**config.mk**
```make
export PLATFORM = sky130hd
export DESIGN_NAME = operand_fetch
export DESIGN_NICKNAME = d
export VERILOG_FILES = /design/src/rtl/mmix_defs.sv /design/src/rtl/opf_slot.sv /design/src/rtl/operand_fetch.sv
export SDC_FILE = /design/constraint.sdc
export NUM_CORES = 1
export LEC_CHECK = 0
export BUFFER_PORTS_ARGS = -buffer_cell sky130_fd_sc_hd__buf_4
export CORE_AREA = 5 5 496 498
export DETAILED_ROUTE_END_ITERATION = 10
export DIE_AREA = 0 0 501 503
export GPL_TIMING_DRIVEN = 0
export SLEW_MARGIN = 0
export SYNTH_ARGS = -nofsm -noshare
export SYNTH_HDL_FRONTEND = slang
export SYNTH_SLANG_ARGS = --single-unit
```
**constraint.sdc**
```tcl
create_clock -name clk -period 4.15 [get_ports clk]
set_input_delay 0.2075 -clock clk [delete_from_list [all_inputs] [get_ports clk]]
set_output_delay 0.2075 -clock clk [all_outputs]
set_load 0.01 [all_outputs]
```
**src/rtl/mmix_defs.sv**
```systemverilog
// Shared MMIX pipeline types: operand descriptors, register-file responses,
// register-write traffic and the operand-fetch FSM state encoding.
package mmix_defs;

  localparam int OPF_NSLOT = 4;
  localparam int OPF_DW    = 64;
  localparam int OPF_AW    = 8;

  // src == 0 selects the immediate o; src[0] global file, src[1] local file.
  typedef struct packed {
    logic [1:0]        src;
    logic [OPF_AW-1:0] addr;
    logic [OPF_DW-1:0] o;
  } spec_t;

  typedef struct packed {
    logic [OPF_DW-1:0] data;
    logic              valid;
  } spec_val_t;

  typedef struct packed {
    logic              enable;
    logic [OPF_AW-1:0] addr;
    logic [OPF_DW-1:0] data;
  } regwrite_t;

  typedef enum logic [1:0] {
    S_IDLE  = 2'd0,
    S_FETCH = 2'd1,
    S_HOLD  = 2'd2
  } opf_state_e;

  function automatic logic rw_hit(regwrite_t rw, logic sel, logic [OPF_AW-1:0] addr);
    return rw.enable & sel & (rw.addr == addr);
  endfunction

endpackage

```
**src/rtl/opf_slot.sv**
```systemverilog
// One operand slot: got flag plus sticky data register. With OPF_BYPASS_EN
// defined, in-flight register writes are snooped ahead of the file response.
module opf_slot
  import mmix_defs::*;
(
  input  logic              clk,
  input  logic              reset,
  input  logic              clear_i,
  input  logic              fetch_i,
  input  spec_t             spec_i,
  input  spec_val_t         val_i,
  input  regwrite_t         gregw_i,
  input  regwrite_t         lregw_i,
  output logic              got_d_o,
  output logic [OPF_DW-1:0] data_o
);

  logic              got_q, got_d;
  logic [OPF_DW-1:0] data_q, data_d;

`ifdef OPF_BYPASS_EN
  logic g_hit, l_hit;
  assign g_hit = rw_hit(gregw_i, spec_i.src[0], spec_i.addr);
  assign l_hit = rw_hit(lregw_i, spec_i.src[1], spec_i.addr);
`else
  logic rw_unused;
  assign rw_unused = ^{gregw_i, lregw_i};
`endif

  always_comb begin
    got_d  = got_q;
    data_d = data_q;
    if (clear_i) begin
      got_d = 1'b0;
    end else if (fetch_i && !got_q) begin
`ifdef OPF_BYPASS_EN
      if (g_hit) begin
        got_d  = 1'b1;
        data_d = gregw_i.data;
      end else if (l_hit) begin
        got_d  = 1'b1;
        data_d = lregw_i.data;
      end else if (val_i.valid) begin
        got_d  = 1'b1;
        data_d = val_i.data;
      end
`else
      if (val_i.valid) begin
        got_d  = 1'b1;
        data_d = val_i.data;
      end
`endif
    end
  end

  always_ff @(posedge clk) begin
    if (reset) begin
      got_q  <= 1'b0;
      data_q <= '0;
    end else begin
      got_q  <= got_d;
      data_q <= data_d;
    end
  end

  assign got_d_o = got_d;
  assign data_o  = data_q;

endmodule

```
**src/rtl/operand_fetch.sv**
```systemverilog
// Operand fetch stage: accepts a decoded instruction, collects four operands
// from the register file and holds the bundle until downstream takes it.
// Optional register-write bypass is enabled by defining OPF_BYPASS_EN.
module operand_fetch
  import mmix_defs::*;
(
  input  logic              clk,
  input  logic              reset,
  input  logic              in_valid,
  output logic              in_ready,
  input  logic [7:0]        in_op,
  input  spec_t             in_y,
  input  spec_t             in_z,
  input  spec_t             in_b,
  input  spec_t             in_ra,
  output spec_t             y,
  output spec_t             z,
  output spec_t             b,
  output spec_t             ra,
  input  spec_val_t         y_val,
  input  spec_val_t         z_val,
  input  spec_val_t         b_val,
  input  spec_val_t         ra_val,
  input  regwrite_t         gregw,
  input  regwrite_t         lregw,
  output logic              out_valid,
  input  logic              out_ready,
  output logic [7:0]        out_op,
  output logic [OPF_DW-1:0] out_y,
  output logic [OPF_DW-1:0] out_z,
  output logic [OPF_DW-1:0] out_b,
  output logic [OPF_DW-1:0] out_ra,
  input  logic              flush
);

  opf_state_e                          state_q;
  logic                                in_ready_q, out_valid_q;
  logic [7:0]                          op_q;
  spec_t     [OPF_NSLOT-1:0]           spec_q, in_spec_w;
  spec_val_t [OPF_NSLOT-1:0]           val_w;
  logic      [OPF_NSLOT-1:0]           got_d_w;
  logic      [OPF_NSLOT-1:0][OPF_DW-1:0] data_w;
  logic                                accept_w, clear_w, fetch_w, all_got_w;

  assign in_spec_w = {in_ra, in_b, in_z, in_y};
  assign val_w     = {ra_val, b_val, z_val, y_val};

  assign accept_w  = (state_q == S_IDLE) && in_valid && !flush;
  assign clear_w   = flush || accept_w;
  assign fetch_w   = (state_q == S_FETCH);
  // Next-state got flags: HOLD is entered on the edge that captures the last operand.
  assign all_got_w = &got_d_w;

  for (genvar i = 0; i < OPF_NSLOT; i++) begin : g_slot
    opf_slot u_slot (
      .clk     (clk),
      .reset   (reset),
      .clear_i (clear_w),
      .fetch_i (fetch_w),
      .spec_i  (spec_q[i]),
      .val_i   (val_w[i]),
      .gregw_i (gregw),
      .lregw_i (lregw),
      .got_d_o (got_d_w[i]),
      .data_o  (data_w[i])
    );
  end

  always_ff @(posedge clk) begin
    if (reset) begin
      state_q     <= S_IDLE;
      in_ready_q  <= 1'b1;
      out_valid_q <= 1'b0;
      op_q        <= '0;
      spec_q      <= '0;
    end else if (flush) begin
      state_q     <= S_IDLE;
      in_ready_q  <= 1'b1;
      out_valid_q <= 1'b0;
      spec_q      <= '0;
    end else begin
      case (state_q)
        S_IDLE: if (in_valid) begin
          op_q       <= in_op;
          spec_q     <= in_spec_w;
          state_q    <= S_FETCH;
          in_ready_q <= 1'b0;
        end
        S_FETCH: if (all_got_w) begin
          state_q     <= S_HOLD;
          out_valid_q <= 1'b1;
        end
        S_HOLD: if (out_ready) begin
          state_q     <= S_IDLE;
          out_valid_q <= 1'b0;
          in_ready_q  <= 1'b1;
          spec_q      <= '0;
        end
        default: begin
          state_q     <= S_IDLE;
          in_ready_q  <= 1'b1;
          out_valid_q <= 1'b0;
          spec_q      <= '0;
        end
      endcase
    end
  end

  assign in_ready  = in_ready_q;
  assign out_valid = out_valid_q;
  assign out_op    = op_q;
  assign y         = spec_q[0];
  assign z         = spec_q[1];
  assign b         = spec_q[2];
  assign ra        = spec_q[3];
  assign out_y     = data_w[0];
  assign out_z     = data_w[1];
  assign out_b     = data_w[2];
  assign out_ra    = data_w[3];

endmodule

```
==> results of run 1 <==
cell families after synthesis:
group                  share of synthesized area [%]
AND/OR/NAND/NOR                                16.66
AO/OA/AOI/OAI                                  20.06
flip-flops                                     57.33
buffers and inverters                          5.880
multiplexers                                 0.07568
per-stage QoR:
stage	hold WS (ns)	util [%]	setup slack, ns	instance area (um^2)
global route	0.2293	16.76	1.358	40510
detailed placement	0.4477	13.38	1.140	32320
floorplan	0.3435	-	2.622	19830
global placement	0.4442	13.38	1.172	32320
finish	0.2897	16.78	1.516	40550
CTS	0.1672	16.75	1.404	40490
cells in the mapped netlist, drive strengths merged:
cell type	n	area share, %
dfxtp	568	57
nand2	531	10
nor2	301	5.7
a22oi	296	13
a21oi	268	6.8
buf	100	4.2
clkbuf	88	1.7
and3b	4	0.18
nand2b	4	0.13
nand3b	4	0.15
nor2b	3	0.095
nor4	3	0.095
o21ai	3	0.076
nor3	2	0.076
nor3b	2	0.16
o22ai	2	0.063
a21o	1	0.038
a31oi	1	0.032
inv	1	0.019
mux2	1	0.076
o21bai	1	0.038
or2	1	0.032
per-layer routing:
metal / vias up / track usage, %
li1: 11016 / -
met1: 11526 / 15.29
met2: 1463 / 20.50
met3: 316 / 10.98
met4: 28 / 5.164
met5: - / 0
power groups by stage:
stage,clock [mW],sequential (mW),combinational (mW)
after floorplan,0,5.83,0.516
after global placement,0,5.79,1.67
after detailed placement,0,5.79,1.69
after CTS,6.77,5.68,2.22
after global routing,6.93,5.69,2.35
final,6.52,5.68,2.20
area by class of cell:
class | instances | area, um^2 | share of cell area (%)
repair buffers | 1708 | 14270 | 35.18
multi-input cells | 1428 | 7296 | 17.99
inverters | 1 | 3.754 | 0.009256
diodes | 27 | 67.56 | 0.1666
clock buffers | 93 | 2023 | 4.989
clock inverters | 32 | 355.3 | 0.8762
flip-flops and latches | 568 | 11370 | 28.04
well taps | 3202 | 4006 | 9.879
plain buffers | 188 | 1162 | 2.866
flip-flops by register name (all words and copies together), names as in the netlist:
register,count
b,74
g_slot.u_slot.data_o,256
g_slot.u_slot.got_q,4
in_ready,1
out_op,8
out_valid,1
ra,74
state_q,2
y,74
z,74
worst paths after layout:
check,to,cells past startpoint
setup / recovery,y[20],7
hold / removal,z[54],4
setup reg to reg,b[68],7
hold reg to reg,g_slot[3].u_slot.data_o[33],2
cell usage in the layout, fill, tap and decap left out, types with 3 or more instances in the layout:
master	count
sky130_fd_sc_hd__dlygate4sd3_1	578
sky130_fd_sc_hd__buf_6	51
sky130_fd_sc_hd__diode_2	27
sky130_fd_sc_hd__nor2b_1	3
sky130_fd_sc_hd__a22oi_1	223
sky130_fd_sc_hd__buf_1	4
sky130_fd_sc_hd__nand2b_1	4
sky130_fd_sc_hd__bufinv_16	4
sky130_fd_sc_hd__o21ai_0	3
sky130_fd_sc_hd__clkbuf_1	97
sky130_fd_sc_hd__nand2_1	531
sky130_fd_sc_hd__and3b_1	4
sky130_fd_sc_hd__a21oi_1	268
sky130_fd_sc_hd__dfxtp_1	568
sky130_fd_sc_hd__nor2_1	301
sky130_fd_sc_hd__buf_4	1137
sky130_fd_sc_hd__a22oi_2	73
sky130_fd_sc_hd__buf_2	38
sky130_fd_sc_hd__nor4_1	3
sky130_fd_sc_hd__clkbuf_16	74
sky130_fd_sc_hd__clkinv_2	13
sky130_fd_sc_hd__clkbuf_8	10
sky130_fd_sc_hd__nand3b_1	4
sky130_fd_sc_hd__inv_6	7
worst max-delay path, delay by kind of cell:
kind,cells,cell delay (ns)
and+or+nand+nor,2,0.23
buffers and inverters,5,2.71
repair_timing:
action,CTS,global route
hold endpoints to repair,568,0
hold buffers,578,0
setup buffers,0,0
==> results.env, run 1 <==
WORST_PATH_REQUIRED_NS=4.68
DRT_DRC_VIOLATIONS_LEFT=0
DIE_X_UM=501
DRT_FIRST_PASS_ITERS=8
FIRST_PASS_GRT_WIRE_LENGTH_UM=234900
IO_BUFFER_COUNT=1130
POWER_PER_CELL_AREA_nW_PER_UM2=355.0
ROOT_BUFFER='sky130_fd_sc_hd__clkbuf_16'
DETAILEDPLACEMENTHPWL_UM=160000
YS_FF_LATCH=568
DETAIL_ROUTE.WL_PER_CELL_UM=25.76
TIMING.CRITICAL_PATH.FROM_TYPE='input port'
WORST_SETUP_PATH_STARTPOINT='flush'
SETUP-VIOLATIONS-FINAL=0
CLOCK_LATENCY_NS=0.71
POWER_SWITCHING_mW=3.988
IO_PINS=1277
GRT_PASS1_VIAS=24814
MAX_BUFFERS_ROOT_TO_SINK=3
KIND_OF_CRITICAL_PATH='in -> reg'
TRITONCTS='yes'
POWER.COMBINATIONAL.FRACTION_PCT=15.3
STATUS='complete, no violations'
FINALWORSTPATHREQUIREDPERIOD_NS=2.634
PLACEMENTROWS=181
PIN_COUNT_OF_THE_BIGGEST_NET_ENTERING_GLOBAL_ROUTING=14
HOLD_VIOLATIONS=0
CRITICAL_PATH.ENDPOINT_TYPE='flip-flop'
PATH_CLK_SLEW_NS=0.05
MIN-DELAY-PATH-CLASS='in -> reg'
MAXUSEDROUTINGLAYER='met5'
SYN-NUM-NETS=2900
VIAS=24349
FINALNONFILLERCELLS=7247
FINAL_NETS=4683
POSTROUTEANTENNANETS=0
GR-TOTAL-OVERFLOW=0
NUM-FILL-CELLS=26808
ANTENNA_FOUND_INITIAL=82
TIMING.CRITICAL_PATH.ARRIVAL_NS=3.17
NETLIST_AREA_UM2=19830
CLOCK-SINKS=568
SWSHARE_PCT=27.70
SYN-MEAN-INSTANCE-AREA_UM2=9.077
WIRELENGTH_UM=186700
CRITICAL_PATH_PEAK_FANOUT=10
AREA_GROWTH_PCT=104.5
GRT.TOTAL_USAGE_PCT=14.06
WL_MET3_UM=34280
FIN_TOTAL_PWR_mW=14.40
VDD.IR_DROP.WORST_V=0.0003224
CTS_MADE_BUFFERS=73
CRITICAL_PATH.MOST_COMMON_CELL='sky130_fd_sc_hd__clkbuf_1'
POWER_REPORT.INTERNAL_TOTAL_mW=10.41
CLOCK_SKEW_NS=0.03298
CTSRESIZECOUNT=0
DIEHEIGHT_UM=503
MET2WIRELENGTH_UM=75070
TIMING.MAX_CAP.VIOLATIONS=0
SEQUENTIAL_CELL_AREA_FRACTION_IN_THE_YOSYS_REPORT_PCT=57.33
GRT_SETUP_UNREPAIRED='false'
VIASPERCELL=3.360
SLEW_VIOLS_FINAL=0
INITIAL_CELL_DENSITY_OF_THE_CORE_PCT=8.208
DIE_AREA_UM2=252000
SYNTHESIS.YOSYS.WARNINGS=0
DRT_ITER0_MARKERS=1861
MAX_CLOCK_FREQ_MHz=379.6
PLACE_INST=6517
CLOCKPOWERSHARE_PCT=45.3
WORST-SLEW-PIN-TRANSITION_NS=1.313
LAYOUT_WORST_PATH_CYCLE_SHARE_PCT=63.47
PLACE.GP.CONGESTION=0.9270
CRITICAL_PATH.REG2REG.STARTPOINT='state_q[1]'
HTREE_LEVELS=3
TOTALNEGATIVESETUPSLACK_NS=0
POST_SYNTH_NUM_CELL_TYPES=28
M1WIRELENGTH_UM=69190
PWR-SHARE-SEQ_PCT=39.5
LEAKAGE_nW=16.11
WORST_SLEW_MARGIN_REL_PCT=12.48
CRIT_PATH_CELL_TRACE='dlygate4sd3_1 > buf_4 > or2_2 > buf_2 > clkbuf_1 > clkbuf_1 > nor2_1'
SYNTHESIS.INSTANCES=2185
MAX_STAGE_DELAY_NS=1.00
CRITICAL_PATH.SLOWEST_CELL='sky130_fd_sc_hd__clkbuf_1'
DRIVE_GT1_SHARE_PCT=35.34
CORE_AREA_UM2=241600
MIN_FROM='in_z[54]'
REGTOREGSETUPSLACK_NS=1.66
Power figures use the tool's default switching activity.
==> run 2, diff against run 1 <==
--- a/config.mk
+++ b/config.mk
@@ -6,9 +6,9 @@
 export NUM_CORES = 1
 export LEC_CHECK = 0
 export BUFFER_PORTS_ARGS = -buffer_cell sky130_fd_sc_hd__buf_4
-export CORE_AREA = 5 5 496 498
+export CORE_AREA = 5 5 489 491
 export DETAILED_ROUTE_END_ITERATION = 10
-export DIE_AREA = 0 0 501 503
+export DIE_AREA = 0 0 494 496
 export GPL_TIMING_DRIVEN = 0
 export SLEW_MARGIN = 0
 export SYNTH_ARGS = -nofsm -noshare
==> constraint.sdc (replaced) <==
create_clock -name clk -period 2.5 [get_ports clk]
set_input_delay 0.125 -clock clk [delete_from_list [all_inputs] [get_ports clk]]
set_output_delay 0.125 -clock clk [all_outputs]
set_load 0.01 [all_outputs]
==> run 2 against run 1 <==
Die area decreased by 2.8%. Worst setup slack got worse by 1.5 ns. Clock power increased by 64%. Sequential power increased by 66%.
==> results.env, run 2 (synthesis gave the netlist of run 1 again) <==
CRIT_PATH_CELL_TRACE='dlygate4sd3_1 > buf_4 > or2_2 > buf_2 > clkbuf_1 > clkbuf_1 > nor2_1'
IO_BUFFER_COUNT=1130
ROOT_BUFFER='sky130_fd_sc_hd__clkbuf_16'
PLACE.GP.CONGESTION=0.9626
WHS_PATH_DEPTH=3
MAX_CLOCK_FREQ_MHz=400.4
WIRELENGTH_UM=188100
WORST-SLEW-PIN-TRANSITION_NS=1.262
WORST_SETUP_PATH_STARTPOINT='flush'
HOLD_VIOLATIONS=0
TIMING.CRITICAL_PATH.FROM_TYPE='input port'
TIMING.MAX_CAP.VIOLATIONS=0
CRITICAL_PATH.MOST_COMMON_CELL='sky130_fd_sc_hd__clkbuf_1'
DIEHEIGHT_UM=496
VIASPERCELL=3.392
POSTROUTEANTENNANETS=0
POSTPLACECELLAREA_UM2=32260
FIN_TOTAL_PWR_mW=23.73
PLACEMENTROWS=178
FIRST_PASS_GRT_WIRE_LENGTH_UM=236500
WORST_SLACK_NS=0.002681
ANTENNA_FOUND_INITIAL=75
POWER_PER_CELL_AREA_nW_PER_UM2=584.5
FINAL_NETS=4692
FINALNONFILLERCELLS=7216
LARGEST_REGISTER_FF_COUNT=256
TRITONCTS='yes'
GR-TOTAL-OVERFLOW=0
CORE_AREA_UM2=234300
POSTCTSSETUPBUFFERS=0
GRT_SETUP_UNREPAIRED='false'
LEAKAGE_nW=16.17
FIN_HOLD_WS_NS=0.1763
TIMING.CRITICAL_PATH.MAX_DELAY_FAMILY='buffers and inverters'
WORST_SLEW_MARGIN_REL_PCT=15.85
INITIAL_CELL_DENSITY_OF_THE_CORE_PCT=8.465
CRITICAL_PATH_PEAK_FANOUT=10
HTREE_LEVELS=3
PLACE_INST=6465
KIND_OF_CRITICAL_PATH='in -> reg'
LAYOUT.CORE_UTILIZATION_PCT=17.33
DRT_ITER0_MARKERS=1764
FINALWORSTPATHREQUIREDPERIOD_NS=2.497
DIE_X_UM=494
MOSTFREQUENTLAYOUTCELL='sky130_fd_sc_hd__buf_4'
CLOCK_LATENCY_NS=0.68
CRITPATHBUFINV=5
MAX_STAGE_DELAY_NS=0.97
PLACE_WORST_SETUP_SLACK_NS=-0.2425
PIN_COUNT_OF_THE_BIGGEST_NET_ENTERING_GLOBAL_ROUTING=14
DETAIL_ROUTE.WL_PER_CELL_UM=26.07
DRT_FIRST_PASS_ITERS=6
SLEW_VIOLS_FINAL=0
MOST_FREQUENT_CELLS_IN_THE_LAYOUT='1138 x sky130_fd_sc_hd__buf_4, 589 x sky130_fd_sc_hd__dlygate4sd3_1, 568 x sky130_fd_sc_hd__dfxtp_1'
GRT_PASS1_VIAS=25197
VDD.IR_DROP.WORST_V=0.0003921
MAX_BUFFERS_ROOT_TO_SINK=3
POSTLAYOUTCELLAREA_UM2=40610
REGTOREGSETUPSLACK_NS=0.18
CLOCK-SINKS=568
AREA_GROWTH_PCT=104.7
WORST_PATH_REQUIRED_NS=3.03
NUM-FILL-CELLS=26127
LAYOUT_WORST_PATH_CYCLE_SHARE_PCT=99.89
MIN_FROM='reset'
IO_PINS=1277
CRITICAL_PATH.REG2REG.STARTPOINT='state_q[0]'
CLOCK_SKEW_NS=0.03346
CRITICAL_PATH.ENDPOINT_TYPE='flip-flop'
CRITICAL_PATH.SLOWEST_CELL='sky130_fd_sc_hd__clkbuf_1'
TOTALNEGATIVESETUPSLACK_NS=0
STATUS='complete, no violations'
DIE_AREA_UM2=245000
WORST_R2R_PATH_DEPTH=7
CTS_MADE_BUFFERS=71
DRT_DRC_VIOLATIONS_LEFT=0
MIN-DELAY-PATH-CLASS='in -> reg'
GRT.TOTAL_USAGE_PCT=14.56
TIMING.CRITICAL_PATH.ARRIVAL_NS=3.03
SETUP-VIOLATIONS-FINAL=0
WORSTSETUPPATHDEPTH=7
DRIVE_GT1_SHARE_PCT=35.30
DETAILEDPLACEMENTHPWL_UM=161500
PATH_CLK_SLEW_NS=0.06
VIAS=24474
## run 2: cell types whose count changed in the layout (fill, tap and decap cells not counted), sizes merged
cell	change
clkinvlp	+3
clkbuf	+3
dlygate4sd3	+11
diode	+8
bufinv	-2
clkinv	+2
inv	-4
## run 2: tightest hold or removal path, stage by stage
cell	delay, ns
sky130_fd_sc_hd__buf_4	0.18
sky130_fd_sc_hd__clkbuf_1	0.31
sky130_fd_sc_hd__a21oi_1	0.19
## run 2: routing by layer
metal	track usage [%]	part of all wire [%]	wire (um)	vias up
li1	-	-	-	11024
met1	15.68	37	69060	11674
met2	21.63	41	77300	1432
met3	11.27	18	33770	316
met4	5.127	4.2	7839	28
met5	0	0.095	178	-
## run 2: area by class of cell
type / count / area (um^2) / area share [%]
inverters: 1 / 3.754 / 0.009244
flip-flops and latches: 568 / 11370 / 28.00
clock buffers: 96 / 2052 / 5.053
well taps: 3150 / 3941 / 9.706
multi-input cells: 1428 / 7296 / 17.97
diodes: 35 / 87.58 / 0.2157
plain buffers: 188 / 1165 / 2.869
clock inverters: 31 / 311.5 / 0.7672
repair buffers: 1719 / 14380 / 35.41
## run 2: power by group
part	internal [mW]	switching [mW]	leakage [nW]
Clock	6.03	4.62	1.16
Combinational	1.83	1.82	10.4
Sequential	9.27	0.153	4.61
## run 2: path summary, 6_finish.rpt
| kind | to |
|---|---|
| setup / recovery | y[16] |
| setup reg to reg | b[43] |
| hold / removal | out_op[7] |
| hold reg to reg | g_slot[1].u_slot.data_o[12] |
## run 2: repair_timing
item                                   in CTS  in global routing
hold buffers                              589                  0
setup endpoints to repair                  40                  0
resized for setup                           1                  0
endpoints found under the hold margin     568                  0
==> run 3, diff against run 2 <==
--- a/config.mk
+++ b/config.mk
@@ -10,6 +10,7 @@
 export DETAILED_ROUTE_END_ITERATION = 10
 export DIE_AREA = 0 0 494 496
 export GPL_TIMING_DRIVEN = 0
+export MAX_ROUTING_LAYER = met4
 export SLEW_MARGIN = 0
 export SYNTH_ARGS = -nofsm -noshare
 export SYNTH_HDL_FRONTEND = slang
==> constraint.sdc (replaced) <==
create_clock -name clk -period 2.53 [get_ports clk]
set_input_delay 0.1265 -clock clk [delete_from_list [all_inputs] [get_ports clk]]
set_output_delay 0.1265 -clock clk [all_outputs]
set_load 0.01 [all_outputs]
==> run 3 against run 2 <==
Clock power barely moved. Die area unchanged. Via count down 1.2%. Final area barely moved. Clock-buffer cell count did not move. First-iteration DRC count down 1.5%. Combinational power fell by 2%. Non-clock buffer count stayed put. Critical path type unchanged.
==> results.env, run 3 (synthesis gave the netlist of run 1 again) <==
AREA.SEQUENTIAL_UM2=11370
CLOCK_SKEW_NS=0.03839
AREA_GROWTH_PCT=104.9
HOLD_VIOLATIONS=0
PLACE.GP.CONGESTION=0.9638
MAX_CLOCK_FREQ_MHz=407.6
FIN_HOLD_WS_NS=0.1711
MOST_FREQUENT_CELLS_IN_THE_LAYOUT='1138 x sky130_fd_sc_hd__buf_4, 589 x sky130_fd_sc_hd__dlygate4sd3_1, 568 x sky130_fd_sc_hd__dfxtp_1'
GRT_PASS1_VIAS=24971
STATUS='complete, no violations'
VDD.IR_DROP.WORST_V=0.0003919
DIE_X_UM=494
WORST_SLEW_MARGIN_REL_PCT=14.00
FINALWORSTPATHREQUIREDPERIOD_NS=2.453
WORST_PATH_REQUIRED_NS=3.09
DIE_AREA_UM2=245000
PATH_CLK_SLEW_NS=0.06
WORST-SLEW-PIN-TRANSITION_NS=1.290
POSTCTSSETUPBUFFERS=0
CLOCK_LATENCY_NS=0.69
LARGEST_REGISTER_FF_COUNT=256
DRT_ITER0_MARKERS=1737
IO_BUFFER_COUNT=1130
PLACEMENTROWS=178
ANTENNA_FOUND_INITIAL=78
INITIAL_CELL_DENSITY_OF_THE_CORE_PCT=8.465
POSTROUTEANTENNANETS=0
VIASPERCELL=3.347
MIN-DELAY-PATH-CLASS='in -> reg'
TRITONCTS='yes'
SETUP-VIOLATIONS-FINAL=0
TIMING.MAX_CAP.VIOLATIONS=0
DRT_FIRST_PASS_ITERS=5
DRT_DRC_VIOLATIONS_LEFT=0
HTREE_LEVELS=3
LEAKAGE_nW=16.15
GRT.TOTAL_USAGE_PCT=14.90
KIND_OF_CRITICAL_PATH='in -> reg'
CRITICAL_PATH_PEAK_FANOUT=10
DIEHEIGHT_UM=496
DETAIL_ROUTE.WL_PER_CELL_UM=25.90
IO_PINS=1277
FIRST_PASS_GRT_WIRE_LENGTH_UM=234600
VIAS=24179
CORE_AREA_UM2=234300
CLOCK-SINKS=568
NUM-FILL-CELLS=26088
PIN_COUNT_OF_THE_BIGGEST_NET_ENTERING_GLOBAL_ROUTING=14
CTS_MADE_BUFFERS=72
DETAILEDPLACEMENTHPWL_UM=161200
DRIVE_GT1_SHARE_PCT=35.09
WIRELENGTH_UM=187100
CRITICAL_PATH.ENDPOINT_TYPE='flip-flop'
TIMING.CRITICAL_PATH.ARRIVAL_NS=3.01
ROOT_BUFFER='sky130_fd_sc_hd__clkbuf_16'
TIMING.CRITICAL_PATH.FROM_TYPE='input port'
MOSTFREQUENTLAYOUTCELL='sky130_fd_sc_hd__buf_4'
POWER_PER_CELL_AREA_nW_PER_UM2=576.9
GR-TOTAL-OVERFLOW=0
SLEW_VIOLS_FINAL=0
MAX_BUFFERS_ROOT_TO_SINK=3
GRT_SETUP_UNREPAIRED='false'
POSTLAYOUTCELLAREA_UM2=40630
POSTPLACECELLAREA_UM2=32260
FINAL_NETS=4693
MULTI_INPUT_AREA_UM2=7296
LAYOUT_WORST_PATH_CYCLE_SHARE_PCT=96.97
[run 3: cell type report]
type                    instances  area share [%]
diodes                         48          0.2956
plain buffers                 188           2.867
clock buffers                  96           4.958
clock inverters                27          0.8346
inverters                       1        0.009239
multi-input cells            1428           17.96
flip-flops and latches        568           27.99
well taps                    3150           9.701
repair buffers               1719           35.39
[run 3: timing repair]
action / in CTS / in global routing
hold buffers: 589 / 0
endpoints found under the setup margin: 16 / 0
gates resized for setup: 1 / 0
endpoints found under the hold margin: 568 / 0
[run 3: per-layer routing]
metal / global-route usage [%] / up-vias / wire [um]
met3: 10.79 / 290 / 31550
met5: - / - / 0
li1: - / 11057 / -
met4: 4.858 / 0 / 6982
met2: 21.43 / 1364 / 77300
met1: 16.00 / 11468 / 71260
[run 3: per-stage QoR]
step | TNS [ns] | cells | setup WS (ns) | util [%] | power [mW]
after floorplan | 0 | 2185 | 1.002 | - | 10.41
after CTS | 0 | 7177 | 0.07449 | 17.29 | 23.79
after global placement | -3.711 | 6465 | -0.1619 | 13.77 | 12.23
final | 0 | 7225 | 0.07661 | 17.34 | 23.44
after detailed placement | -5.791 | 6465 | -0.2041 | 13.77 | 12.26
after global routing | 0 | 7218 | 0.07691 | 17.33 | 24.28
[run 3: path summary, 6_finish.rpt]
path	from	end	slack, ns	cells after the start
setup / recovery	flush	state_q[0]	0.08	7
hold / removal	reset	out_op[7]	0.17	3
setup reg to reg	state_q[0]	g_slot[1].u_slot.data_o[2]	0.25	7
hold reg to reg	g_slot[0].u_slot.data_o[14]	g_slot[0].u_slot.data_o[14]	0.45	2
[run 3: power by group]
group          internal [mW]  switching (mW)
clock network           6.05            4.48
logic                   1.81            1.78
registers               9.16           0.153
total                   17.0            6.42
[run 3: worst max-delay path, stage by stage]
cell and delay [ns]:
sky130_fd_sc_hd__dlygate4sd3_1 0.54, sky130_fd_sc_hd__buf_4 0.16, sky130_fd_sc_hd__or2_2 0.12, sky130_fd_sc_hd__buf_2 0.27, sky130_fd_sc_hd__clkbuf_1 0.98, sky130_fd_sc_hd__nor4_1 0.15
sky130_fd_sc_hd__dlygate4sd3_1 0.63
